$ cat config.mk
export PLATFORM = sky130hd
export DESIGN_NAME = uart_tx_arbiter
export DESIGN_NICKNAME = d
export VERILOG_FILES = /design/src/rtl/uart_tx_arbiter.sv
export SDC_FILE = /design/constraint.sdc
export NUM_CORES = 1
export LEC_CHECK = 0
export CAP_MARGIN = 20
export CORE_UTILIZATION = 40
export DETAILED_ROUTE_END_ITERATION = 6
export PLACE_DENSITY_LB_ADDON = 0.05
export RECOVER_POWER = 100
export SLEW_MARGIN = 20
export SYNTH_ARGS = -nofsm -noshare
export SYNTH_HDL_FRONTEND = slang
export SYNTH_SLANG_ARGS = --single-unit
$ cat constraint.sdc
create_clock -name clock -period 1.9 [get_ports clock]
set_clock_uncertainty 0.05 [all_clocks]
set_input_delay 0.285 -clock clock [delete_from_list [all_inputs] [get_ports clock]]
set_output_delay 0.285 -clock clock [all_outputs]
set_load 0.03 [all_outputs]
$ cat src/rtl/uart_tx_arbiter.sv
// uart_tx_arbiter: shares one uart transmitter between four byte requesters.
//
// Ports
//   clock, reset        single clock, synchronous active-high reset
//   req_valid[3:0]      per-requester byte pending
//   req_byte0..3        requester data bytes, stable while valid
//   req_ack[3:0]        one-cycle consume pulse to the granted requester
//   tx_byte, tx_start   byte and one-cycle strobe to the uart
//   tx_busy             uart transmitting status
//   grant_id            requester owning the current transfer
//   timeout_err         sticky: uart never went busy after tx_start
//   err_clear           clears timeout_err (a same-cycle timeout wins)
//
// Parameter TIMEOUT_CYCLES (1..65535): WAIT_BUSY cycles before a launch is abandoned.
// Macro UART_ARB_FIXED_PRIORITY_EN: when defined, requester 0 has highest
// priority; otherwise round-robin starting after the last completed grant.
module uart_tx_arbiter #(
    parameter int unsigned TIMEOUT_CYCLES = 1024
) (
    input  logic       clock,
    input  logic       reset,
    input  logic [3:0] req_valid,
    input  logic [7:0] req_byte0,
    input  logic [7:0] req_byte1,
    input  logic [7:0] req_byte2,
    input  logic [7:0] req_byte3,
    output logic [3:0] req_ack,
    output logic [7:0] tx_byte,
    output logic       tx_start,
    input  logic       tx_busy,
    output logic [1:0] grant_id,
    output logic       timeout_err,
    input  logic       err_clear
);

    localparam int unsigned CNT_W = 16;
    localparam logic [CNT_W-1:0] CNT_LAST = CNT_W'(TIMEOUT_CYCLES - 1);

    typedef enum logic [1:0] {IDLE, LAUNCH, WAIT_BUSY, WAIT_DONE} state_t;

    state_t           state, state_d;
    logic [CNT_W-1:0] cnt, cnt_d;
    logic [3:0]       req_ack_d;
    logic [7:0]       tx_byte_d;
    logic             tx_start_d;
    logic [1:0]       grant_id_d;
    logic             timeout_err_d;

    logic [1:0]       winner_c;
    logic [7:0]       win_byte_c;

`ifdef UART_ARB_FIXED_PRIORITY_EN
    // Lowest-index valid requester wins.
    always_comb begin
        winner_c = 2'd0;
        for (int k = 3; k >= 0; k--) begin
            if (req_valid[k]) winner_c = 2'(k);
        end
    end
`else
    logic [1:0] last_grant;

    // Only completed transfers rotate priority.
    always_ff @(posedge clock) begin
        if (reset) begin
            last_grant <= 2'd3;
        end else if (state == WAIT_DONE && !tx_busy) begin
            last_grant <= grant_id;
        end
    end

    // Search last_grant+1 .. last_grant; scanning far-to-near leaves the nearest hit.
    always_comb begin
        logic [1:0] idx;
        winner_c = 2'd0;
        for (int k = 4; k >= 1; k--) begin
            idx = last_grant + 2'(k);
            if (req_valid[idx]) winner_c = idx;
        end
    end
`endif

    // Winner's data byte.
    always_comb begin
        case (winner_c)
            2'd0:    win_byte_c = req_byte0;
            2'd1:    win_byte_c = req_byte1;
            2'd2:    win_byte_c = req_byte2;
            default: win_byte_c = req_byte3;
        endcase
    end

    // State and registered outputs.
    always_ff @(posedge clock) begin
        if (reset) begin
            state       <= IDLE;
            cnt         <= '0;
            req_ack     <= '0;
            tx_byte     <= '0;
            tx_start    <= 1'b0;
            grant_id    <= '0;
            timeout_err <= 1'b0;
        end else begin
            state       <= state_d;
            cnt         <= cnt_d;
            req_ack     <= req_ack_d;
            tx_byte     <= tx_byte_d;
            tx_start    <= tx_start_d;
            grant_id    <= grant_id_d;
            timeout_err <= timeout_err_d;
        end
    end

    // Next-state and next-output logic.
    always_comb begin
        state_d       = state;
        cnt_d         = cnt;
        req_ack_d     = '0;
        tx_start_d    = 1'b0;
        tx_byte_d     = tx_byte;
        grant_id_d    = grant_id;
        timeout_err_d = timeout_err;

        if (err_clear) timeout_err_d = 1'b0;

        case (state)
            IDLE: begin
                if ((|req_valid) && !tx_busy) begin
                    tx_byte_d  = win_byte_c;
                    grant_id_d = winner_c;
                    req_ack_d  = 4'b0001 << winner_c;
                    state_d    = LAUNCH;
                end
            end
            LAUNCH: begin
                tx_start_d = 1'b1;
                cnt_d      = '0;
                state_d    = WAIT_BUSY;
            end
            WAIT_BUSY: begin
                if (tx_busy) begin
                    state_d = WAIT_DONE;
                end else if (cnt == CNT_LAST) begin
                    // Abandon the launch; a timeout overrides err_clear.
                    timeout_err_d = 1'b1;
                    state_d       = IDLE;
                end else begin
                    cnt_d = cnt + 16'd1;
                end
            end
            WAIT_DONE: begin
                if (!tx_busy) state_d = IDLE;
            end
            default: state_d = IDLE;
        endcase
    end

endmodule

==> results.tsv <==
stage	metric	value	unit
run_status	status	finished with violations	
run_status	violations	setup timing	
synth	synth-xor-area-share	2.87	%
floorplan	die_y	69.6	um
placement	place_area	0.00273	sq mm
sta	rsz0062_at_grt	true	
sta	worst_pin_slew	0.610	ns
sta	slew_headroom	59.2	%
synth	yosys.area_share.simple	34.4	%
worst_setup_path	crit_fanout	6	
layout	fin_nets	351	
sta	final-setup-viol-count	6	
placement	port_buffers	55	
floorplan	rows	24	
synth	synth_fa_ha_area_share	0.684	%
route	drtPass1Iterations	4	
clocking	root_buffer	clkbuf_8	
route	antenna_left	0	
floorplan	start_util	41.7	%
clocking	clk_path_buf_depth	2	
floorplan	fp.coreArea	0.00438	sq mm
placement	place_ws	-0.288	ns
floorplan	chipWidth	69.6	um
sta	fin_ws	-0.0985	ns
synth	ys.flop_type	dfxtp_1	
synth	yosys_warnings	0	
pwr	p_per_area	650	mW/mm^2
layout	final_common_cell	clkdlybuf4s50_1	
worst_setup_path	end_kind	register	
sta	fin_crit_sh	105	%
layout	diodes	0	
floorplan	io_pins	56	
synth	synth_edf_count	0	
min_path	worstHoldEndpoint	state[0]	
min_path	hold_class	in -> reg	
clocking	cts_buffers	5	
worst_setup_path	worst_r2r_path_depth	6	
clocking	tritoncts	yes	
worst_setup_path	r2r-end	cnt[2]	
synth	synth_nets	259	
sta	drv_slew	0	
pwr	leakage	1.13	nW
route	wirelength	4.86	mm
layout	syn2layout_area_growth	56.8	%
layout	layout_common_cells	clkdlybuf4s50_1 (37), dfxtp_1 (34), buf_4 (30), nand3_1 (27), nand2_1 (21)	
grt	grt.total_usage	20.9	%
pwr	vdd_drop_max	0.445	mV
route	via_count	1910	
clocking	clkTransAtPathRegs	0.08	ns
synth	syn_area	0.00183	sq mm
sta	period_needed	2.00	ns
route	drcViolationCount	0	
grt	grt_pass1_vias	1754	
worst_setup_path	crit_path_start_kind	register	
worst_setup_path	critPathKind	reg -> reg	
placement	gp_congestion	0.882	
sta	max_freq	0.500	GHz
grt	grt_start_max_net_pins	19	
route	viasPerCell	5.26	
placement	placedCellCount	353	
clocking	cts_hold_buf	0	
clocking	htree_levels	2	
layout	stdcell_area	0.00287	sq mm
synth	synth_top_family_by_area	simple AND/OR/NAND/NOR gates	
clocking	numClockSinks	36	
floorplan	dieArea	0.00485	sq mm
worst_setup_path	rrSetupSlack	-0.1	ns
min_path	hold_path_depth	4	
synth	async_flop_share	0	%
synth	synthMuxAreaShare	7.80	%
placement	hpwlAfterDp	3.52	mm
synth	synth_compound_area_share	11.4	%
min_path	hold_start	tx_busy	
layout	drive_gt1_share	19.9	%
synth	synth-seq-cells	36	
route	wl_per_cell	13.4	um
grt	grt_first_pass_wirelength	8.18	mm
clocking	insertion_delay	0.29	ns
worst_setup_path	worst_ep_required_time	2.05	ns
worst_setup_path	critPathArrivalTime	2.15	ns
sta	hold_violations	0	
synth	synth_seq_area_share	39.4	%
grt	grt-ovfl-total	0	
route	drtIter0Drc	58	
grt	antenna_found_initial	0	
synth	synth_cells	218	
worst_setup_path	reg2reg_from	cnt[10]	
layout	final_cells	363	
synth	avgSynthCellArea	8.39	sq um
run	maxCapViolations	0	
synth	synth.distinct_cells	43	
==> metrics by stage <==
| stage | total power [mW] | utilization [%] | setup TNS, ns | hold slack (ns) |
|---|---|---|---|---|
| 6_report | 1.86 | 65.4 | -0.304 | 0.374 |
| 5_1_grt | 1.95 | 65.4 | -1.88 | 0.406 |
| 4_1_cts | 1.90 | 64.7 | 0 | 0.423 |
| 3_5_place_dp | 1.22 | 62.2 | -4.51 | 0.405 |
| 3_3_place_gp | 1.22 | 62.2 | -4.29 | 0.401 |
| 2_1_floorplan | 0.990 | - | 0 | 0.383 |
==> flip-flops by register name (all words and copies together) (netlist names) <==
signal and cells:
state 2, timeout_err 1, req_ack 4, grant_id 2
tx_byte 8, last_grant 2, cnt 16, tx_start 1
==> metal layers <==
| layer | vias up | share of wire, % | track usage, % |
|---|---|---|---|
| met3 | 7 | 5.4 | 5.38 |
| met4 | 0 | 0.90 | 6.44 |
| met5 | - | 0 | 0 |
| li1 | 991 | - | - |
| met1 | 856 | 49 | 29.0 |
| met2 | 56 | 45 | 31.8 |
==> synthesized netlist by cell type, types with 3 or more instances <==
cell	instances	area [sq um]
a21oi_1	7	35.0
mux2i_1	12	120
nor4_1	7	43.8
o2111ai_1	8	70.1
xnor2_1	6	52.6
clkbuf_1	5	18.8
or2_2	3	18.8
dfxtp_1	36	721
o21ai_0	4	20.0
nand2_1	21	78.8
nor3_1	6	30.0
or3_1	4	25.0
nand2b_1	9	56.3
nand3_1	27	135
nand4_1	5	31.3
nor2_1	21	78.8
inv_1	4	15.0
==> kinds of logic after synthesis <==
group	count (synthesis)
and+or+nand+nor	118
DFF	36
AOI/OAI and AO/OA	29
buffers and inverters	14
muxes	14
xor gates and xnor gates	6
adders and majority gates	1
==> repair_timing <==
| item | CTS | global route |
|---|---|---|
| buffers inserted | 0 | 3 |
| endpoints found under the setup margin | 0 | 22 |
| resized for setup | 0 | 14 |
==> final cells by class <==
cell class | count | area (sq um)
multi-input cells | 168 | 1080
fillers | 380 | 1520
well taps | 52 | 65.1
clock buffers | 5 | 68.8
clock inverters | 3 | 42.5
flip-flops and latches | 36 | 723
inverters | 4 | 15.0
repair buffers | 95 | 868
==> worst max path at each step <==
stage,start,endpoint,slack [ns],depth (start not counted)
3_3_place_gp,tx_busy,cnt[9],-0.24,5
5_1_grt,cnt[10],cnt[2],-0.17,6
3_5_place_dp,tx_busy,cnt[9],-0.29,5
6_report,cnt[10],cnt[2],-0.1,6
2_1_floorplan,state[1],cnt[14],0.05,5
4_1_cts,tx_busy,cnt[6],0.01,5
==> report_power, final <==
group | switching, mW | internal, mW
clock | 0.288 | 0.388
sequential | 0.0137 | 0.785
combinational | 0.188 | 0.200
==> critical path, stage by stage (launching register included) <==
cell	delay (ns)
dfxtp_2	0.32
or4b_4	0.54
nor4_4	0.38
or2_1	0.19
buf_6	0.14
nand2_4	0.06
a311oi_2	0.22
Power figures use the tool's default switching activity.
